**src/rtl/fb_scanout.sv**
```systemverilog
// fb_scanout: read side of the dual-bank framebuffer plus raster timing.
// Generates the pixel tick and the h/v counters, fetches each active pixel
// through a 1-clk-latency read port, and drives colour/sync two clocks after
// the tick. The bank swap with the writer is sampled only at the start of the
// first blank line, so the displayed bank never changes mid-frame.
module fb_scanout #(
  parameter int H_ACTIVE = 640,
  parameter int H_FP     = 16,
  parameter int H_SYNC   = 96,
  parameter int H_BP     = 48,
  parameter int V_ACTIVE = 480,
  parameter int V_FP     = 10,
  parameter int V_SYNC   = 2,
  parameter int V_BP     = 33,
  parameter int PIX_DIV  = 4,
  parameter int SYNC_POL = 0,
  parameter int ADDR_W   = 20
) (
  input  logic              clk,
  input  logic              rst,
  output logic              rd_en,
  output logic [ADDR_W-1:0] rd_addr,
  input  logic [5:0]        rd_data,
  input  logic              swap_req,
  output logic              swap_ack,
  output logic              front_bank,
  output logic              frame_start,
  output logic [3:0]        vga_r,
  output logic [3:0]        vga_g,
  output logic [3:0]        vga_b,
  output logic              vga_hs,
  output logic              vga_vs
);

  localparam int H_TOTAL = H_ACTIVE + H_FP + H_SYNC + H_BP;
  localparam int V_TOTAL = V_ACTIVE + V_FP + V_SYNC + V_BP;
  // One spare bit so the sync end bound still fits when the back porch is 0.
  localparam int HW = $clog2(H_TOTAL + 1);
  localparam int VW = $clog2(V_TOTAL + 1);
  localparam int DW = (PIX_DIV > 1) ? $clog2(PIX_DIV) : 1;

  localparam logic [DW-1:0] DIV_LAST = DW'(PIX_DIV - 1);
  localparam logic [HW-1:0] H_LAST   = HW'(H_TOTAL - 1);
  localparam logic [HW-1:0] H_ACT    = HW'(H_ACTIVE);
  localparam logic [HW-1:0] HS_BEG   = HW'(H_ACTIVE + H_FP);
  localparam logic [HW-1:0] HS_END   = HW'(H_ACTIVE + H_FP + H_SYNC);
  localparam logic [VW-1:0] V_LAST   = VW'(V_TOTAL - 1);
  localparam logic [VW-1:0] V_ACT    = VW'(V_ACTIVE);
  localparam logic [VW-1:0] VS_BEG   = VW'(V_ACTIVE + V_FP);
  localparam logic [VW-1:0] VS_END   = VW'(V_ACTIVE + V_FP + V_SYNC);
  // Bank 1 starts right after one full frame; a constant, no runtime multiply.
  localparam logic [ADDR_W-1:0] BANK1_BASE = ADDR_W'(H_ACTIVE * V_ACTIVE);
  localparam logic SYNC_ON  = (SYNC_POL != 0);
  localparam logic SYNC_OFF = (SYNC_POL == 0);

  // timing / fetch stage state
  logic [DW-1:0]     div_q, div_d;
  logic [HW-1:0]     h_q, h_d;
  logic [VW-1:0]     v_q, v_d;
  logic [ADDR_W-1:0] lin_q, lin_d;
  logic              bank_q, bank_d;
  logic              rd_en_q, rd_en_d;
  logic [ADDR_W-1:0] rd_addr_q, rd_addr_d;
  logic              ack_q, ack_d;
  logic              fs_q, fs_d;
  logic              act1_q, act1_d;
  logic              hs1_q, hs1_d;
  logic              vs1_q, vs1_d;

  // delay stage aligned with RAM latency, and output stage
  logic              t1_q, t2_q;
  logic              act2_q, hs2_q, vs2_q;
  logic [3:0]        r_q, g_q, b_q;
  logic              hs_q, vs_q;

  logic              tick;
  logic              origin;
  logic              active;
  logic              hs_on;
  logic              vs_on;
  logic [ADDR_W-1:0] lin_cur;
  logic [ADDR_W-1:0] base;

  // Next-state for divider, raster counters, fetch request and swap handshake.
  always_comb begin
    tick    = (div_q == DIV_LAST);
    origin  = (h_q == '0) && (v_q == '0);
    active  = (h_q < H_ACT) && (v_q < V_ACT);
    hs_on   = (h_q >= HS_BEG) && (h_q < HS_END);
    vs_on   = (v_q >= VS_BEG) && (v_q < VS_END);
    lin_cur = origin ? '0 : lin_q;
    base    = bank_q ? BANK1_BASE : '0;

    div_d     = tick ? '0 : div_q + 1'b1;
    h_d       = h_q;
    v_d       = v_q;
    lin_d     = lin_q;
    bank_d    = bank_q;
    rd_en_d   = 1'b0;
    rd_addr_d = rd_addr_q;
    ack_d     = 1'b0;
    fs_d      = 1'b0;
    act1_d    = act1_q;
    hs1_d     = hs1_q;
    vs1_d     = vs1_q;

    if (tick) begin
      if (h_q == H_LAST) begin
        h_d = '0;
        v_d = (v_q == V_LAST) ? '0 : v_q + 1'b1;
      end else begin
        h_d = h_q + 1'b1;
      end

      act1_d = active;
      hs1_d  = hs_on ? SYNC_ON : SYNC_OFF;
      vs1_d  = vs_on ? SYNC_ON : SYNC_OFF;
      fs_d   = origin;

      if (active) begin
        rd_en_d   = 1'b1;
        rd_addr_d = base + lin_cur;
        lin_d     = lin_cur + 1'b1;
      end else if (origin) begin
        lin_d = '0;
      end

      // Only the first blank line's opening tick may flip the displayed bank.
      if ((h_q == '0) && (v_q == V_ACT) && swap_req) begin
        bank_d = ~bank_q;
        ack_d  = 1'b1;
      end
    end
  end

  // Timing and fetch registers.
  always_ff @(posedge clk) begin
    if (rst) begin
      div_q     <= '0;
      h_q       <= '0;
      v_q       <= '0;
      lin_q     <= '0;
      bank_q    <= 1'b0;
      rd_en_q   <= 1'b0;
      rd_addr_q <= '0;
      ack_q     <= 1'b0;
      fs_q      <= 1'b0;
      act1_q    <= 1'b0;
      hs1_q     <= SYNC_OFF;
      vs1_q     <= SYNC_OFF;
    end else begin
      div_q     <= div_d;
      h_q       <= h_d;
      v_q       <= v_d;
      lin_q     <= lin_d;
      bank_q    <= bank_d;
      rd_en_q   <= rd_en_d;
      rd_addr_q <= rd_addr_d;
      ack_q     <= ack_d;
      fs_q      <= fs_d;
      act1_q    <= act1_d;
      hs1_q     <= hs1_d;
      vs1_q     <= vs1_d;
    end
  end

  // Carry sync/active one more clk while the RAM answers, then update colour
  // and sync together two clks after the tick, holding until the next pixel.
  always_ff @(posedge clk) begin
    if (rst) begin
      t1_q   <= 1'b0;
      t2_q   <= 1'b0;
      act2_q <= 1'b0;
      hs2_q  <= SYNC_OFF;
      vs2_q  <= SYNC_OFF;
      r_q    <= '0;
      g_q    <= '0;
      b_q    <= '0;
      hs_q   <= SYNC_OFF;
      vs_q   <= SYNC_OFF;
    end else begin
      t1_q   <= tick;
      t2_q   <= t1_q;
      act2_q <= act1_q;
      hs2_q  <= hs1_q;
      vs2_q  <= vs1_q;
      if (t2_q) begin
        r_q  <= act2_q ? {rd_data[5:4], rd_data[5:4]} : 4'h0;
        g_q  <= act2_q ? {rd_data[3:2], rd_data[3:2]} : 4'h0;
        b_q  <= act2_q ? {rd_data[1:0], rd_data[1:0]} : 4'h0;
        hs_q <= hs2_q;
        vs_q <= vs2_q;
      end
    end
  end

  assign rd_en       = rd_en_q;
  assign rd_addr     = rd_addr_q;
  assign swap_ack    = ack_q;
  assign front_bank  = bank_q;
  assign frame_start = fs_q;
  assign vga_r       = r_q;
  assign vga_g       = g_q;
  assign vga_b       = b_q;
  assign vga_hs      = hs_q;
  assign vga_vs      = vs_q;

endmodule

```
**config.mk**
```make
export PLATFORM = sky130hd
export DESIGN_NAME = fb_scanout
export DESIGN_NICKNAME = d
export VERILOG_FILES = /design/src/rtl/fb_scanout.sv
export SDC_FILE = /design/constraint.sdc
export NUM_CORES = 1
export LEC_CHECK = 0
export ABC_AREA = 1
export CAP_MARGIN = 5
export CORE_MARGIN = 4
export CORE_UTILIZATION = 40
export CTS_BUF_LIST = sky130_fd_sc_hd__clkbuf_4
export CTS_CLUSTER_DIAMETER = 50
export DETAILED_ROUTE_END_ITERATION = 7
export PLACE_DENSITY = 0.66
export SLEW_MARGIN = 25
export SYNTH_ARGS = -nofsm -noshare
export SYNTH_HDL_FRONTEND = slang
export SYNTH_SLANG_ARGS = --single-unit
```
**constraint.sdc**
```tcl
create_clock -name clk -period 3.5 [get_ports clk]
set_input_delay 0.7 -clock clk [delete_from_list [all_inputs] [get_ports clk]]
set_output_delay 0.7 -clock clk [all_outputs]
set_load 0.01 [all_outputs]
```
Word-level counts from Yosys, hierarchy flattened
Cells that the tools add are included.
- mux-type cells: 12
- equal/unequal tests: 4
- $add $sub $neg: 5
- $lt $le $gt $ge: 6
- bitwise gates (word level): 2
- reductions and logical operators: 13
- operators with widths (kind ; count):
    $mux W20 ; 2
    $add A10 B1 Y10 const B ; 2
    $add A19 B20 Y20 ; 1
    $add A20 B1 Y20 const B ; 1
    $eq A10 B10 Y1 const B ; 2
    $logic_not A10 Y1 ; 2
    $lt A10 B10 Y1 const B ; 2
    $lt A10 B9 Y1 const B ; 2
    $mux W10 ; 2
    $mux W19 ; 1
    $mux W4 ; 3
    $eq A10 B9 Y1 const B ; 1
    $ge A10 B10 Y1 const B ; 1
    $ge A10 B9 Y1 const B ; 1
    $logic_and A1 B1 Y1 ; 6
    $reduce_and A2 Y1 ; 3
    $mux W1 ; 4
    $reduce_or A2 Y1 ; 2
    $add A2 B1 Y2 const B ; 1
    $eq A2 B2 Y1 const B ; 1
    $not A1 Y1 ; 2
- input port bits: 9
- output and inout port bits: 38
- flip-flop bits (word level): 88
- word-level logic and storage cells: 64

Longest topological paths before layout
Gate-level depths: netlist of run 1.
- depth in word-level cells: 5
- gate-level depth with buffers: 19
- depth with buffers taken out: 18

Worst setup path before layout of run 1
OpenSTA, ideal clock, no wires.
- path kind: register -> register
- start point: reg h_q[0]
- end point: reg rd_addr_q[16] (netlist: rd_addr[16])
- period minus slack after synthesis: 2.281 ns
- stages on the path, launching flop included: 17
- path buffers: 1
- slack: 1.219 ns
- data arrival time: 2.167 ns
- required time: 3.386 ns
- setup time: 0.114 ns
- cells stage by stage: dfxtp_1 -> inv_1 -> ha_1 -> nand2_1 -> nor2_2 -> nand2_4 -> buf_12 -> nand2_2 -> inv_1 -> ha_1 -> fa_1 -> inv_1 -> o21ai_2 -> nand2_1 -> xor2_1 -> o21bai_1 -> inv_1
- longest elaborated chain between the ends: 4
- elaborated cells on any way between the ends: 7
- classes of those cells: 1 x add/sub; 1 x order compare; 1 x mux; 4 x reduce/logical
- ends and longest elaborated chain (what ; line ; RTL):
    start, declared ; 58 ; logic [HW-1:0] h_q, h_d;
    start signal, assigned ; 140 ; h_q <= '0;
    start signal, assigned ; 153 ; h_q <= h_d;
    $logic_not A10 Y1 ; 87 ; origin = (h_q == '0) && (v_q == '0);
    $logic_and A1 B1 Y1 ; 87 ;
    $mux W20 ; n/a ;
    $add A19 B20 Y20 ; 122 ; rd_addr_d = base + lin_cur;
    end signal, assigned ; 158 ; rd_addr_q <= rd_addr_d;
    end, declared ; 63 ; logic [ADDR_W-1:0] rd_addr_q, rd_addr_d;
Parallel ways exist; a longest one is shown, timed or not.
A chain may end at the register's enable or synchronous reset.

Worst setup path in the final report of run 1
- start point: reg v_q[1]
- end point: reg lin_q[6]
- longest elaborated chain between the ends: 5
- elaborated cells on any way between the ends: 7
- classes of those cells: 1 x add/sub; 1 x order compare; 2 x mux; 3 x reduce/logical
- ends and longest elaborated chain (what ; line ; RTL):
    start, declared ; 59 ; logic [VW-1:0] v_q, v_d;
    start signal, assigned ; 154 ; v_q <= v_d;
    $logic_not A10 Y1 ; 87 ;
    $logic_and A1 B1 Y1 ; 87 ;
    $mux W20 ; n/a ;
    named net lin_cur[1] ; 81 ; logic [ADDR_W-1:0] lin_cur;
    $add A20 B1 Y20 ; 123 ; lin_d = lin_cur + 1'b1;
    $mux W20 ; 120 ; if (active) begin
    end signal, assigned ; 155 ; lin_q <= lin_d;
    end, declared ; 60 ; logic [ADDR_W-1:0] lin_q, lin_d;
The timed path passes the listed nets, and every way through them passes these cells.

==> flow_metrics.tcl, run 1 <==
set metrics [dict create \
    numPortBuffers 46 \
    ys_seq_area_frac 0.401 \
    syn_to_final_growth_pct 16.1 \
    synth_nets 559 \
    die_w_um 109 \
    die_area_mm2 0.0119 \
    drtIter0Drc 149 \
    die_h_um 109 \
    path_class "flip-flop to flip-flop" \
    post-place-ws_ps 855 \
    drv_cap 0 \
    hold_slack_ps 430 \
    synth.most_common_cell "nand2_1" \
    grt_usage 0.163 \
    grt_max_degree 35 \
    yosysUniqueCellTypes 46 \
    post_drt_wl_per_cell_um 12.6 \
    clk_latency_ps 430 \
    hold_path.class "flip-flop to flip-flop" \
    n_antenna_cell 0 \
    switching_share 0.245 \
    slew_viol_final 0 \
    rsz0062_at_grt "no" \
    outcome "completed" \
    synthTopCellsByCount "nand2_1, dfxtp_1, inv_1" \
    cts_tree "yes" \
    grt.overflow.total 0 \
    fin_worst_skew_ps 12.9 \
    ctsResizeCount 0 \
    p_switching_mw 0.401 \
    synth_area_mm2 0.00409 \
    grt_pass1_wl_mm 15.4 \
    syn_area_per_cell_um2 7.56 \
    p_per_area_mw_per_mm2 345 \
    setup_ws_ps 821 \
    pwr-share-seq 0.586 \
    layout.nets 600 \
    cts_hold_buf 0 \
    synthTopCellsByArea "dfxtp_1, nand2_1, inv_1" \
    hpwl_mm 6.78 \
    internal_power_mw 1.23 \
    antenna_left 0 \
    power_frac_comb 0.078 \
    cts.sinks 82 \
    dr_total_vias 3562 \
    worst_pin_slew_ps 438 \
    hold_viol 0 \
    critPathLaunchType "flip-flop" \
    crit_path_max_fanout 33 \
    leakagePower_nw 1.86 \
    syn_inst 541 \
    rows 36 \
    clockBufferDepth 2 \
    post-route-util 0.481 \
    power_frac_clock 0.336 \
    end_kind "flip-flop" \
    dr.pass1.iters 4 \
    vias_per_cell 4.95 \
    cp.required_ps 3830 \
    fin_tns_setup_ps 0 \
    cts_buffers 9 \
    wl_mm 9.06 \
    ys_ff_latch 82 \
    min_period_over_period 0.765 \
    slew_headroom 0.707 \
    cts_setup_buffers 0 \
    initial_core_util 0.415 \
    ios 47 \
    setup_viol 0 \
    max_freq_ghz 0.373 \
    layout-drive-gt1-share 0.126 \
    clkTransAtPathRegs_ps 120 \
    ys.flop_type "dfxtp_1" \
    remaining_drc_errors 0 \
    grt_pass1_vias 3341 \
    finalCriticalPeriod_ps 2680 \
    synth-warning-count 0 \
    yosysTopAreaCell "dfxtp_1" \
    yosys.area.top_type_share 0.401 \
    globalplace.congestion 0.872 \
    synth_edf_count 0 \
    core_area_mm2 0.00986 \
    htreeDepth 3 \
    max-vdd-ir-drop_mv 0.147 \
    async_flop_share 0 \
    root_buffer "clkbuf_4" \
    antenna_found_initial 0 \
    arrival_ps 3010 \
]
## final timing paths
kind	cells after the start	to	slack, ps	start
worst min register to register	1	div_q[0]$_SDFF_PP0_	430	div_q[0]$_SDFF_PP0_
worst max register to register	15	lin_q[6]$_SDFFE_PP0P_	820	v_q[1]$_SDFFE_PP0P_
worst max-delay path	15	lin_q[6]$_SDFFE_PP0P_	820	v_q[1]$_SDFFE_PP0P_
worst min-delay path	1	div_q[0]$_SDFF_PP0_	430	div_q[0]$_SDFF_PP0_
## cell usage in the layout (no fill, tap or decap), types with 3 or more instances in the layout
master / synthesis / routed
clkdlybuf4s50_1: 0 / 46
clkinv_1: 2 / 4
buf_4: 6 / 3
clkbuf_4: 0 / 12
o21ai_0: 27 / 27
nand2_1: 103 / 103
inv_1: 61 / 61
nor2_2: 12 / 12
a21oi_1: 31 / 31
nand4_1: 6 / 6
nor3_2: 7 / 7
nor2_1: 59 / 59
ha_1: 8 / 8
nor2_4: 6 / 6
o21bai_1: 3 / 3
dfxtp_1: 82 / 82
nand2_2: 8 / 8
nor3_1: 12 / 12
o21a_1: 4 / 4
nand3_2: 7 / 7
nand3_1: 40 / 40
xor2_1: 10 / 10
inv_2: 5 / 5
## routing by layer
layer / wire length [um] / part of all wire / global-route usage / up-vias
met5: 0 / 0 / 0 / -
met2: 4380 / 0.48 / 0.275 / 63
met4: 126 / 0.014 / 0.0559 / 0
li1: - / - / - / 1835
met3: 327 / 0.036 / 0.0367 / 11
met1: 4230 / 0.47 / 0.205 / 1653
## kinds of logic (layout without fill, tap and decap cells)
| group | Yosys count | count (layout) | share of synthesized area |
|---|---|---|---|
| buffers and inverters | 87 | 133 | 0.0927 |
| AND/OR/NAND/NOR | 277 | 277 | 0.352 |
| XOR/XNOR | 10 | 10 | 0.0214 |
| adder cells (fa/ha/maj) | 9 | 9 | 0.0294 |
| AO/OA/AOI/OAI | 76 | 76 | 0.103 |
| flip-flops | 82 | 82 | 0.401 |
## stage by stage
stage	power, mW	std cells	area (um2)
floorplan	1.06	541	4090
global placement	1.11	704	4620
detailed placement	1.11	704	4620
CTS	1.65	720	4750
global route	1.71	720	4750
finish	1.64	720	4750
## power by group through the flow
stage | clock (mW) | combinational, mW | sequential, mW
global route | 0.605 | 0.141 | 0.961
global placement | 0 | 0.127 | 0.979
floorplan | 0 | 0.0808 | 0.983
CTS | 0.559 | 0.130 | 0.958
finish | 0.550 | 0.128 | 0.958
detailed placement | 0 | 0.129 | 0.979
## state kept, by name, summed over array words and instances (netlist names), 2 cells and up
name,flops
vga_g,2
h_q,10
lin_q,20
vga_r,2
rd_addr,20
div_q,2
vga_b,2
v_q,10
## worst max-delay path, stage by stage, from the launching register on
cell and delay (ps):
dfxtp_1 350, inv_1 90, ha_1 220, nand3_1 100, nor2_2 50, nand2_4 330
inv_2 110, nor2_1 230, ha_1 220, inv_1 50, nor2_1 90, inv_1 90
nor4_1 400, nand3_1 120, nand2_1 80, nor2_1 40
## final cells by class
cell class              instances  area (um2)
fillers                       953        5120
multi-input cells             372        2070
flip-flops and latches         82        1640
repair buffers                 49         483
inverters                      68         255
well taps                     133         166
clock buffers                  12        90.1
clock inverters                 4        42.5
(Power assumes the default switching activity.)
==> run 2, diff against run 1 <==
==> constraint.sdc (replaced) <==
create_clock -name clk -period 2.65 [get_ports clk]
set_input_delay 0.53 -clock clk [delete_from_list [all_inputs] [get_ports clk]]
set_output_delay 0.53 -clock clk [all_outputs]
set_load 0.01 [all_outputs]
==> flow_metrics.tcl, run 2 (synthesis results as in run 1) <==
set metrics [dict create \
    fin_tns_setup_ps 0 \
    crit_path_max_fanout 13 \
    hpwl_mm 6.88 \
    max_freq_ghz 0.417 \
    leakagePower_nw 1.88 \
    fin_worst_skew_ps 19.7 \
    syn_to_final_growth_pct 17.1 \
    path_class "flip-flop to flip-flop" \
    ios 47 \
    multiInputGateArea_mm2 0.00208 \
    grt_pass1_wl_mm 15.6 \
    finalCriticalPeriod_ps 2400 \
    timing.rr.start "v_q[0]$_SDFFE_PP0P_" \
    cts.sinks 82 \
    antenna_found_initial 0 \
    hold_viol 0 \
    layout-drive-gt1-share 0.129 \
    clockBufferDepth 2 \
    clk_latency_ps 420 \
    hold_path.class "flip-flop to flip-flop" \
    grt_pass1_vias 3466 \
    final_common_cell "nand2_1" \
    setup_viol 0 \
    hp-start "t1_q$_SDFF_PP0_" \
    hold_depth 2 \
    drtIter0Drc 123 \
    rows 36 \
    p_per_area_mw_per_mm2 468 \
    worst_pin_slew_ps 440 \
    initial_core_util 0.415 \
    worstReg2RegEnd "lin_q[6]$_SDFFE_PP0P_" \
    post-route-util 0.485 \
    layout.nets 602 \
    dr_total_vias 3508 \
    core_area_mm2 0.00986 \
    reg2reg_depth 15 \
    cp.required_ps 2970 \
    cts_tree "yes" \
    remaining_drc_errors 0 \
    critPathLaunchType "flip-flop" \
    hold_end "t2_q$_SDFF_PP0_" \
    slew_viol_final 0 \
    final_cell_mix "nand2_1, dfxtp_1, inv_1" \
    hold_slack_ps 431 \
    dr.pass1.iters 4 \
    htreeDepth 3 \
    max-vdd-ir-drop_mv 0.239 \
    dpl.cell_count 706 \
    cts_setup_buffers 0 \
    min_period_over_period 0.905 \
    seq_area_mm2 0.00164 \
    stdcell_count 722 \
    arrival_ps 2710 \
    reg2reg_slack_ps 250 \
    cts_hold_buf 0 \
    clkTransAtPathRegs_ps 120 \
    root_buffer "clkbuf_4" \
    antenna_left 0 \
    grt_usage 0.162 \
    rsz0062_at_grt "no" \
    outcome "completed" \
    die_h_um 109 \
    vias_per_cell 4.86 \
    die_w_um 109 \
    grt.overflow.total 0 \
    globalplace.congestion 0.831 \
    n_fill_cell 952 \
    n_antenna_cell 0 \
    cts_buffers 9 \
    end_kind "flip-flop" \
    ctsResizeCount 0 \
    slew_headroom 0.706 \
    die_area_mm2 0.0119 \
    drv_cap 0 \
    post_drt_wl_per_cell_um 12.7 \
    numPortBuffers 46 \
    wl_mm 9.14 \
    grt_max_degree 35 \
]
run 2: stage by stage:
stage | power (mW) | worst slack, ps | area [um2]
after floorplan | 1.40 | 369 | 4090
after global placement | 1.47 | 326 | 4630
after detailed placement | 1.47 | 211 | 4630
after CTS | 2.27 | 160 | 4780
after global routing | 2.34 | 21.0 | 4790
final | 2.24 | 251 | 4790
run 2: layer usage:
layer,vias to the layer above,global-route usage,part of all wire
li1,1832,-,-
met1,1617,0.201,0.46
met2,48,0.281,0.49
met3,11,0.0349,0.034
met4,0,0.0442,0.012
met5,-,0,0
run 2: layout make-up:
| cell class | count | share of cell area |
|---|---|---|
| clock buffer | 9 | 0.0141 |
| clock inverter | 7 | 0.0175 |
| sequential | 82 | 0.343 |
| multi-input combinational | 372 | 0.433 |
| timing repair buffer | 51 | 0.104 |
| inverter | 68 | 0.0533 |
| tap | 133 | 0.0348 |
run 2: power by group:
part	leakage (nW)	switching, mW	internal [mW]
combinational	1.14	0.109	0.0657
sequential	0.662	0.0109	1.25
clock	0.0784	0.426	0.372
run 2: critical path, cell delays in order, from the launching register on:
cell and delay, ps:
dfxtp_1 360, inv_1 80, ha_1 230, nand3_1 100, nor2_2 50, nand2_4 170
inv_2 90, nor2_1 220, ha_1 230, inv_1 50, nor2_1 100, inv_1 90
nor4_2 320, nand3_1 110, nand2_1 70, nor2_1 40
run 2: worst max-delay path by stage:
stage,from,endpoint,slack (ps),depth (start not counted)
2_1_floorplan,h_q[0]$_SDFFE_PP0P_,rd_addr[16]$_SDFFE_PP0P_,370,16
3_3_place_gp,v_q[0]$_SDFFE_PP0P_,lin_q[6]$_SDFFE_PP0P_,330,15
3_5_place_dp,v_q[0]$_SDFFE_PP0P_,lin_q[6]$_SDFFE_PP0P_,210,15
4_1_cts,v_q[0]$_SDFFE_PP0P_,lin_q[6]$_SDFFE_PP0P_,160,15
5_1_grt,v_q[0]$_SDFFE_PP0P_,lin_q[6]$_SDFFE_PP0P_,20,15
6_report,v_q[0]$_SDFFE_PP0P_,lin_q[6]$_SDFFE_PP0P_,250,15
==> run 3, diff against run 2 <==
--- a/config.mk
+++ b/config.mk
@@ -5,12 +5,12 @@
 export SDC_FILE = /design/constraint.sdc
 export NUM_CORES = 1
 export LEC_CHECK = 0
-export ABC_AREA = 1
 export CAP_MARGIN = 5
 export CORE_MARGIN = 4
 export CORE_UTILIZATION = 40
 export CTS_BUF_LIST = sky130_fd_sc_hd__clkbuf_4
 export CTS_CLUSTER_DIAMETER = 50
+export CTS_CLUSTER_SIZE = 24
 export DETAILED_ROUTE_END_ITERATION = 7
 export PLACE_DENSITY = 0.66
 export SLEW_MARGIN = 25
==> flow_metrics.tcl, run 3 <==
set metrics [dict create \
    outcome "finished, violations left" \
    violations "negative setup slack" \
    cts.sinks 82 \
    synth_xor_area_frac 0.0493 \
    end_kind "flip-flop" \
    grt_pass1_wl_mm 16.2 \
    p_per_area_mw_per_mm2 454 \
    path_cells "inv_2 > ha_4 > nor4bb_4 > nand4_1 > or2_4 > and2_4 > ha_4 > fa_2 > a22oi_2 > nor3_2 > xnor2_1 > or3_1 > a31oi_1" \
    path_class "flip-flop to flip-flop" \
    hold_viol 0 \
    yosys.area.top_type_share 0.420 \
    cts_buffers 9 \
    synth_edf_count 0 \
    post_drt_wl_per_cell_um 15.0 \
    syn_inst 465 \
    leakagePower_nw 1.83 \
    cpMostUsedCell "ha_4" \
    cts_hold_buf 0 \
    drv_cap 0 \
    post-place-ws_ps -265 \
    cts_tree "yes" \
    ys_seq_area_frac 0.420 \
    final_cell_mix "dfxtp_1, nand2_1, buf_4" \
    root_buffer "clkbuf_4" \
    synth-compound-area-share 0.161 \
    slowest_stage "fa_2" \
    synth.most_common_cell "dfxtp_1" \
    antenna_left 0 \
    syn_area_per_cell_um2 8.41 \
    synth_nets 483 \
    hold_slack_ps 430 \
    synthTopCellsByArea "dfxtp_1, nand2_1, a21oi_1" \
    clockBufferDepth 2 \
    synth_area_mm2 0.00391 \
    die_area_mm2 0.0114 \
    syn_to_final_growth_pct 33.0 \
    crit_path_max_fanout 3 \
    clk_latency_ps 430 \
    setup_ws_ps -214 \
    synthMuxAreaShare 0.0106 \
    grt.overflow.total 0 \
    yosysTopAreaCell "dfxtp_1" \
    synth-simple-area-share 0.278 \
    synth_fa_ha_area_frac 0.0333 \
    rsz0062_at_grt "yes" \
    hold_path.class "input pin to flip-flop" \
    fin_worst_skew_ps 18.6 \
    numPortBuffers 46 \
    htreeDepth 3 \
    ys_ff_latch 82 \
    die_h_um 107 \
    setup_viol 7 \
    reg2reg_slack_ps -210 \
    vias_per_cell 5.40 \
    grt_pass1_vias 3370 \
    seq_area_mm2 0.00165 \
    min_period_over_period 1.08 \
    remaining_drc_errors 0 \
    worst_pin_slew_ps 587 \
    cp_slowest_stage_delay_ps 350 \
    max-vdd-ir-drop_mv 0.294 \
    dr_total_vias 3655 \
    finalCriticalPeriod_ps 2860 \
    grt_usage 0.175 \
    layout-drive-gt1-share 0.223 \
    slew_headroom 0.608 \
    die_w_um 107 \
    arrival_ps 3230 \
    rows 35 \
    critPathLaunchType "flip-flop" \
    antenna_found_initial 0 \
    slew_viol_final 0 \
    max_freq_ghz 0.349 \
    layout.nets 562 \
    n_fill_cell 874 \
    wl_mm 10.2 \
    initial_core_util 0.417 \
    yosysUniqueCellTypes 62 \
    async_flop_share 0 \
    cp.required_ps 3020 \
    final_common_cell "dfxtp_1" \
    drtIter0Drc 143 \
    grt_max_degree 27 \
    n_antenna_cell 0 \
    synthTopCellsByCount "dfxtp_1, nand2_1, a21oi_1" \
    globalplace.congestion 0.873 \
    dr.pass1.iters 5 \
    core_area_mm2 0.00937 \
    synth-warning-count 0 \
    clkTransAtPathRegs_ps 140 \
    ys.flop_type "dfxtp_1" \
    ios 47 \
    synth_top_family_by_area "simple AND/OR/NAND/NOR gates" \
    hpwl_mm 6.80 \
    multiInputGateArea_mm2 0.00227 \
]
run 3: changes by cell type in the layout (fill, tap and decap cells not counted), moves of 8 or more:
cell / previous run / this run
nand3_1: 40 / 25
nand2_1: 103 / 54
nor2_2: 12 / 0
nor2b_1: 0 / 10
o21ai_0: 27 / 19
nor2_1: 59 / 39
inv_1: 61 / 5
buf_4: 5 / 50
xnor2_1: 0 / 8
run 3: final timing paths:
kind                        from                  endpoint  depth (start not counted)
max          v_q[0]$_SDFFE_PP0P_  rd_addr[18]$_SDFFE_PP0P_                         13
min                          rst     vga_r[1]$_SDFFE_PP0P_                          2
min reg2reg   hs1_q$_SDFFE_PP1P_          hs2_q$_SDFF_PP1_                          1
max reg2reg  v_q[0]$_SDFFE_PP0P_  rd_addr[18]$_SDFFE_PP0P_                         13
run 3: what timing repair did:
action / CTS / global route
pin swaps: 11 / 21
gates cloned: 1 / 1
endpoints found under the hold margin: 0 / 0
resized for setup: 18 / 24
endpoints found under the setup margin: 12 / 23
setup buffers: 8 / 7
run 3: report_power, final:
| part | internal (mW) | switching (mW) |
|---|---|---|
| Clock | 0.468 | 0.445 |
| Combinational | 0.0874 | 0.109 |
| Sequential | 1.25 | 0.00768 |
run 3: per-stage QoR:
step | power (mW) | setup TNS, ps | instances | instance area, um2 | utilization
6_report | 2.36 | -693 | 677 | 5200 | 0.555
5_1_grt | 2.45 | -2710 | 677 | 5200 | 0.555
4_1_cts | 2.37 | -865 | 672 | 5070 | 0.541
3_5_place_dp | 1.44 | -1590 | 648 | 4740 | 0.505
3_3_place_gp | 1.43 | -915 | 648 | 4740 | 0.505
2_1_floorplan | 1.38 | -914 | 465 | 3980 | -
run 3: per-layer routing:
layer,track usage,wire (um),share of wire,vias to the layer above
met5,0,0,0,-
met4,0.0484,138,0.014,0
met3,0.0391,568,0.056,12
met2,0.281,4630,0.45,90
met1,0.237,4840,0.48,1754
li1,-,-,-,1799
run 3: final cells by class:
cell class | instances | area share
Clock inverter | 6 | 0.0205
Inverter | 8 | 0.00577
Tap cell | 129 | 0.0310
Timing Repair Buffer | 101 | 0.176
Sequential cell | 82 | 0.317
Multi-Input combinational cell | 342 | 0.437
Clock buffer | 9 | 0.0130
run 3: critical path, delay by kind of cell, from the launching register on:
kind / cells / cell delay [ps]
AOI/OAI and AO/OA: 2 / 300
xor gates and xnor gates: 1 / 130
and+or+nand+nor: 6 / 1330
adders and majority gates: 3 / 640
DFF: 1 / 340
buffers and inverters: 1 / 70
run 3: cell families after synthesis:
group           Yosys count
buf+inv                  42
mux                       4
simple gates            208
xor+xnor                 22
flops                    82
fa+ha+maj                10
compound gates           97
